<file path="src/rtl/seq_detect_pkg.sv">
// Shared types and constants for the programmable serial sequence detector.
//   LEN_W(pat_w) : width of a pattern-length field able to hold 0..pat_w
//   OVL_ON/OFF   : overlap mode encodings
//   SEQ_0101     : default 8-bit alternating sync pattern
package seq_detect_pkg;

  function automatic int unsigned LEN_W(input int unsigned pat_w);
    return $clog2(pat_w + 1);
  endfunction

  localparam logic OVL_ON  = 1'b1;
  localparam logic OVL_OFF = 1'b0;

  localparam logic [7:0] SEQ_0101 = 8'b0101_0101;

endpackage

</file>
<file path="src/rtl/seq_detect_cmp.sv">
// Length-limited, masked equality of the next history word against the pattern.
//   hist_n  : history including the bit being sampled (newest bit at LSB)
//   pat     : right-aligned pattern
//   mask    : 1 = compare this bit, 0 = don't-care
//   pat_len : number of low bits taking part in the compare
//   eq_c    : combinational equality result
module seq_detect_cmp
  import seq_detect_pkg::*;
#(
  parameter int unsigned PAT_W = 8
) (
  input  logic [PAT_W-1:0]        hist_n,
  input  logic [PAT_W-1:0]        pat,
  input  logic [PAT_W-1:0]        mask,
  input  logic [LEN_W(PAT_W)-1:0] pat_len,
  output logic                    eq_c
);

  localparam int unsigned LW = LEN_W(PAT_W);

  // Any in-range, unmasked bit that differs breaks the match.
  always_comb begin
    eq_c = 1'b1;
    for (int i = 0; i < PAT_W; i++) begin
      if ((LW'(i) < pat_len) && mask[i] && (hist_n[i] != pat[i])) begin
        eq_c = 1'b0;
      end
    end
  end

endmodule

</file>
<file path="src/rtl/seq_detect_p.sv">
// Runtime-programmable serial bit-sequence detector.
// Ports:
//   clk, rst (async, active-low)
//   din, din_vld          : serial bit and its qualifier
//   pat_load              : strobe capturing pat_in / len_in / ovl_in (and mask_in)
//   pat_in, len_in, ovl_in: new pattern, length (clamped to PAT_W), overlap mode
//   cnt_clr               : synchronous clear of match_cnt
//   flag                  : registered one-cycle match pulse
//   match_cnt             : saturating match count
//   busy_fill             : combinational, fewer than pat_len bits collected
// Optional: SEQDET_MASK_EN adds mask_in (per-bit don't-care, captured on pat_load).
module seq_detect_p
  import seq_detect_pkg::*;
#(
  parameter int unsigned     PAT_W   = 8,
  parameter int unsigned     CNT_W   = 8,
  parameter logic [PAT_W-1:0] RST_PAT = PAT_W'(SEQ_0101),
  parameter int unsigned     RST_LEN = PAT_W,
  parameter logic            RST_OVL = OVL_ON
) (
  input  logic                    clk,
  input  logic                    rst,
  input  logic                    din,
  input  logic                    din_vld,
  input  logic                    pat_load,
  input  logic [PAT_W-1:0]        pat_in,
  input  logic [LEN_W(PAT_W)-1:0] len_in,
  input  logic                    ovl_in,
`ifdef SEQDET_MASK_EN
  input  logic [PAT_W-1:0]        mask_in,
`endif
  input  logic                    cnt_clr,
  output logic                    flag,
  output logic [CNT_W-1:0]        match_cnt,
  output logic                    busy_fill
);

  localparam int unsigned LW = LEN_W(PAT_W);
  localparam logic [LW-1:0] LEN_MAX   = LW'(PAT_W);
  localparam logic [LW-1:0] RST_LEN_C = (RST_LEN > PAT_W) ? LW'(PAT_W) : LW'(RST_LEN);

  logic [PAT_W-1:0] hist;
  logic [LW-1:0]    fill;
  logic [PAT_W-1:0] pat;
  logic [LW-1:0]    pat_len;
  logic             ovl;
  logic [PAT_W-1:0] mask;

  logic [PAT_W-1:0] hist_n;
  logic [LW-1:0]    fill_n;
  logic             eq_c;
  logic             match_c;

  // Truncating cast drops the oldest bit as the new one enters at the LSB.
  assign hist_n = PAT_W'({hist, din});
  assign fill_n = (fill == LEN_MAX) ? fill : fill + LW'(1);

  seq_detect_cmp #(
    .PAT_W (PAT_W)
  ) u_cmp (
    .hist_n  (hist_n),
    .pat     (pat),
    .mask    (mask),
    .pat_len (pat_len),
    .eq_c    (eq_c)
  );

  // A load in the same cycle discards the beat entirely.
  assign match_c = din_vld && !pat_load && (pat_len != '0) && (fill_n >= pat_len) && eq_c;

  assign busy_fill = (fill < pat_len);

  // Pattern configuration.
  always_ff @(posedge clk or negedge rst) begin
    if (!rst) begin
      pat     <= RST_PAT;
      pat_len <= RST_LEN_C;
      ovl     <= RST_OVL;
    end else if (pat_load) begin
      pat     <= pat_in;
      pat_len <= (len_in > LEN_MAX) ? LEN_MAX : len_in;
      ovl     <= ovl_in;
    end
  end

`ifdef SEQDET_MASK_EN
  // Compare mask; all ones after reset means every bit is significant.
  always_ff @(posedge clk or negedge rst) begin
    if (!rst) begin
      mask <= '1;
    end else if (pat_load) begin
      mask <= mask_in;
    end
  end
`else
  assign mask = '1;
`endif

  // History and fill level; a non-overlapping match restarts collection.
  always_ff @(posedge clk or negedge rst) begin
    if (!rst) begin
      hist <= '0;
      fill <= '0;
    end else if (pat_load) begin
      hist <= '0;
      fill <= '0;
    end else if (din_vld) begin
      hist <= hist_n;
      fill <= (match_c && (ovl == OVL_OFF)) ? '0 : fill_n;
    end
  end

  // Match pulse and saturating counter; clear wins over increment.
  always_ff @(posedge clk or negedge rst) begin
    if (!rst) begin
      flag      <= 1'b0;
      match_cnt <= '0;
    end else begin
      flag <= match_c;
      if (cnt_clr) begin
        match_cnt <= '0;
      end else if (match_c && (match_cnt != '1)) begin
        match_cnt <= match_cnt + CNT_W'(1);
      end
    end
  end

endmodule

</file>
<file path="config.mk">
export PLATFORM = sky130hd
export DESIGN_NAME = seq_detect_p
export DESIGN_NICKNAME = d
export VERILOG_FILES = /design/src/rtl/seq_detect_pkg.sv /design/src/rtl/seq_detect_cmp.sv /design/src/rtl/seq_detect_p.sv
export SDC_FILE = /design/constraint.sdc
export NUM_CORES = 1
export LEC_CHECK = 0
export BUFFER_PORTS_ARGS = -buffer_cell sky130_fd_sc_hd__buf_2
export CAP_MARGIN = 20
export CORE_ASPECT_RATIO = 0.6
export CORE_UTILIZATION = 50
export CTS_CLUSTER_DIAMETER = 100
export DETAILED_ROUTE_END_ITERATION = 8
export PLACE_DENSITY = 0.75
export SYNTH_ARGS = -nofsm -noshare
export SYNTH_HDL_FRONTEND = slang
export SYNTH_SLANG_ARGS = --single-unit
</file>
<file path="constraint.sdc">
create_clock -name clk -period 2.6 [get_ports clk]
set_input_delay 0.26 -clock clk [delete_from_list [all_inputs] [get_ports clk]]
set_output_delay 0.26 -clock clk [all_outputs]
set_load 0.1 [all_outputs]
</file>
==> metrics <==
most frequent cells in the layout 28 x buf_2, 27 x dfrtp_1, 16 x buf_4, 13 x nand2_1, 10 x nor2_1; flop2flop setup slack -0.07 ns; Final GP Congestion 0.856; final setup violation count 6; CP Data Arrival Time 2.89 ns; share of the synthesized area in the top cell type 37.6%; row cnt 16; design area 0.00231 sq mm; syn_area_per_cell 10.6 sq um; cts hold-fix bufs 0; GR Util All Layers 24.6%; Peak VDD IR 338 uV; router iterations before antenna repair 4; Worst Path Required 2.82 ns; max-cap violations 0; dpl cells 246; pin count of the biggest net entering global routing 34; I/O pin count 29; Die Span Y 48.5 microns; failing checks setup timing; vias per inst 5.59; antenna diode count 0; WHS 0.0326 ns; Yosys Warn Count 0; Fin. Hold Viols 0; status finished, violations left; f_max 0.375 GHz; Yosys top cell by area dfrtp_1; Worst-Margin Slew 0.731 ns; #FFs+latches synth 33; Core Util, Final 69.0%; Crit Path Class register to register; root buffer cell clkbuf_8; detailed router's first-iteration violation count 91; final wirelength 4220 microns; layout cells sized above 1 42.3%; # nets final 243; htree depth 2; vias in the first global route 1434; Die ar. 0.00385 sq mm; Remaining DRCs 0; CTS buffer count 5; initial antenna violation count 0; post-synthesis cell type count 39; Tcrit/Tclk final 103%; ANT nets after route 0; Setup WS post-layout -0.0680 ns; post-placement cell area 0.00207 sq mm; Tot Pwr 1.20 mW; Cells after Synth 170; I/O Buffers 28; final critical-path required period 2.67 ns; Layout area overhead 28.2%; crit path capture type register; Synth area leaders dfrtp_1 38%, dfstp_2 8.8%, ha_1 7.0%; Core Box Area 0.00334 sq mm; via count 1453; Die X 79.4 microns; hpwl dp 2800 microns; static leakage 1.05 nW; Syn Nets 199; sequential-to-total area share from yosys stat 46.3%; CP Launch Type register; max_slew headroom 51.2%; worst-path maximum fanout 5; most common cell after layout, fill and taps aside buf_2; clk slew on worst S/H paths 0.07 ns; Starting Density 53.8%; RSZ-0062 raised after global routing yes; DP Worst Slack -0.224 ns; CTS tree built; Worst R2R Start fill[0]; Post-Syn Area 0.00180 sq mm; Setup Skew 0.00534 ns; power density cells 520 mW/mm^2; Layout Cells excl Fill 260; reg2reg end match_cnt[5]; fin. max-slew vios 0; Hold Path Class input pin to async pin; Fin Setup TNS -0.228 ns; WL/cell 16.2 microns; clk sink count 33; Clock Path Buffers 2; Worst Reg-to-Reg Cells 12; first-pass GRT wire length 7070 microns; GR Overflow Total 0; Clock Latency Late Sink 0.28 ns
[worst max-delay path, cell delays in order, from the launching register on]
cell       delay (ns)
dfrtp_1          0.39
inv_2            0.09
ha_4             0.14
nand2_4          0.05
nor2_4           0.10
xnor2_2          0.08
ha_1             0.28
nand2b_4         0.11
a2111oi_2        0.06
a211o_1          0.26
or3_4            0.37
or4_4            0.54
a21oi_2          0.14
[sequential cells by signal, indices dropped and copies added, names as in the netlist]
signal	cells
pat_len	4
pat	8
ovl	1
flag	1
fill	4
hist	7
match_cnt	8
[cells in the mapped netlist]
cell type,n
and2b_1,1
xor2_1,2
o22ai_1,4
dfrtp_1,27
o41ai_1,1
nand2_1,14
xnor2_1,8
nor4_2,1
buf_6,1
nor2b_1,1
ha_1,10
mux2i_1,8
mux2_2,9
dfstp_2,6
a2111oi_0,1
nand3b_1,1
a32o_1,3
o31ai_1,5
clkbuf_1,4
a31oi_1,1
o21ai_0,7
and3_1,2
a21oi_1,8
nor3b_1,1
o32a_1,1
buf_1,1
or4_1,6
a21boi_0,1
and2_1,1
mux2_1,1
nand3_1,3
or3_1,2
nor4b_2,1
buf_2,2
o221ai_1,1
a211o_1,1
nor2_1,11
nand2b_1,3
inv_1,9
[layer usage]
metal  GRT usage, %  wire (microns)  vias to the layer above
met3           6.79             246                       12
met2           36.0            1900                       47
li1               -               -                      700
met1           34.6            1990                      694
met5              0               0                        -
met4           9.09              82                        0
[worst max path at each step]
stage                     startpoint            to
after CTS                    fill[0]  match_cnt[5]
final                        fill[0]  match_cnt[5]
after floorplan              fill[0]  match_cnt[7]
after global routing         fill[0]  match_cnt[3]
after detailed placement     fill[0]  match_cnt[6]
after global placement       fill[0]  match_cnt[3]
[logic make-up after synthesis]
family | count (synthesis) | share of synthesized area, %
AND/OR/NAND/NOR | 48 | 14.5
AO/OA/AOI/OAI | 34 | 12.6
flip-flops | 33 | 46.3
multiplexers | 18 | 10.7
buffers and inverters | 17 | 4.10
XOR/XNOR | 10 | 4.87
adder cells (fa/ha/maj) | 10 | 6.95
[where the power goes]
group          switching [mW]  internal [mW]
clock                   0.185          0.239
sequential             0.0260          0.545
combinational           0.111         0.0945
[area by class of cell]
| class | instances | area [sq um] |
|---|---|---|
| Clock buffer | 7 | 96.3 |
| Clock inverter | 1 | 5.00 |
| Fill cell | 256 | 1040 |
| Inverter | 9 | 33.8 |
| Multi-Input combinational cell | 121 | 1020 |
| Sequential cell | 33 | 833 |
| Tap cell | 45 | 56.3 |
| Timing Repair Buffer | 44 | 260 |
[timing repair]
action | 4_1_cts | 5_1_grt
resized for setup | 11 | 11
buffers inserted | 5 | 0
gates cloned | 1 | 0
pin swaps | 4 | 1
endpoints found under the setup margin | 11 | 12
Note: power is estimated with default switching activity, not from simulation.
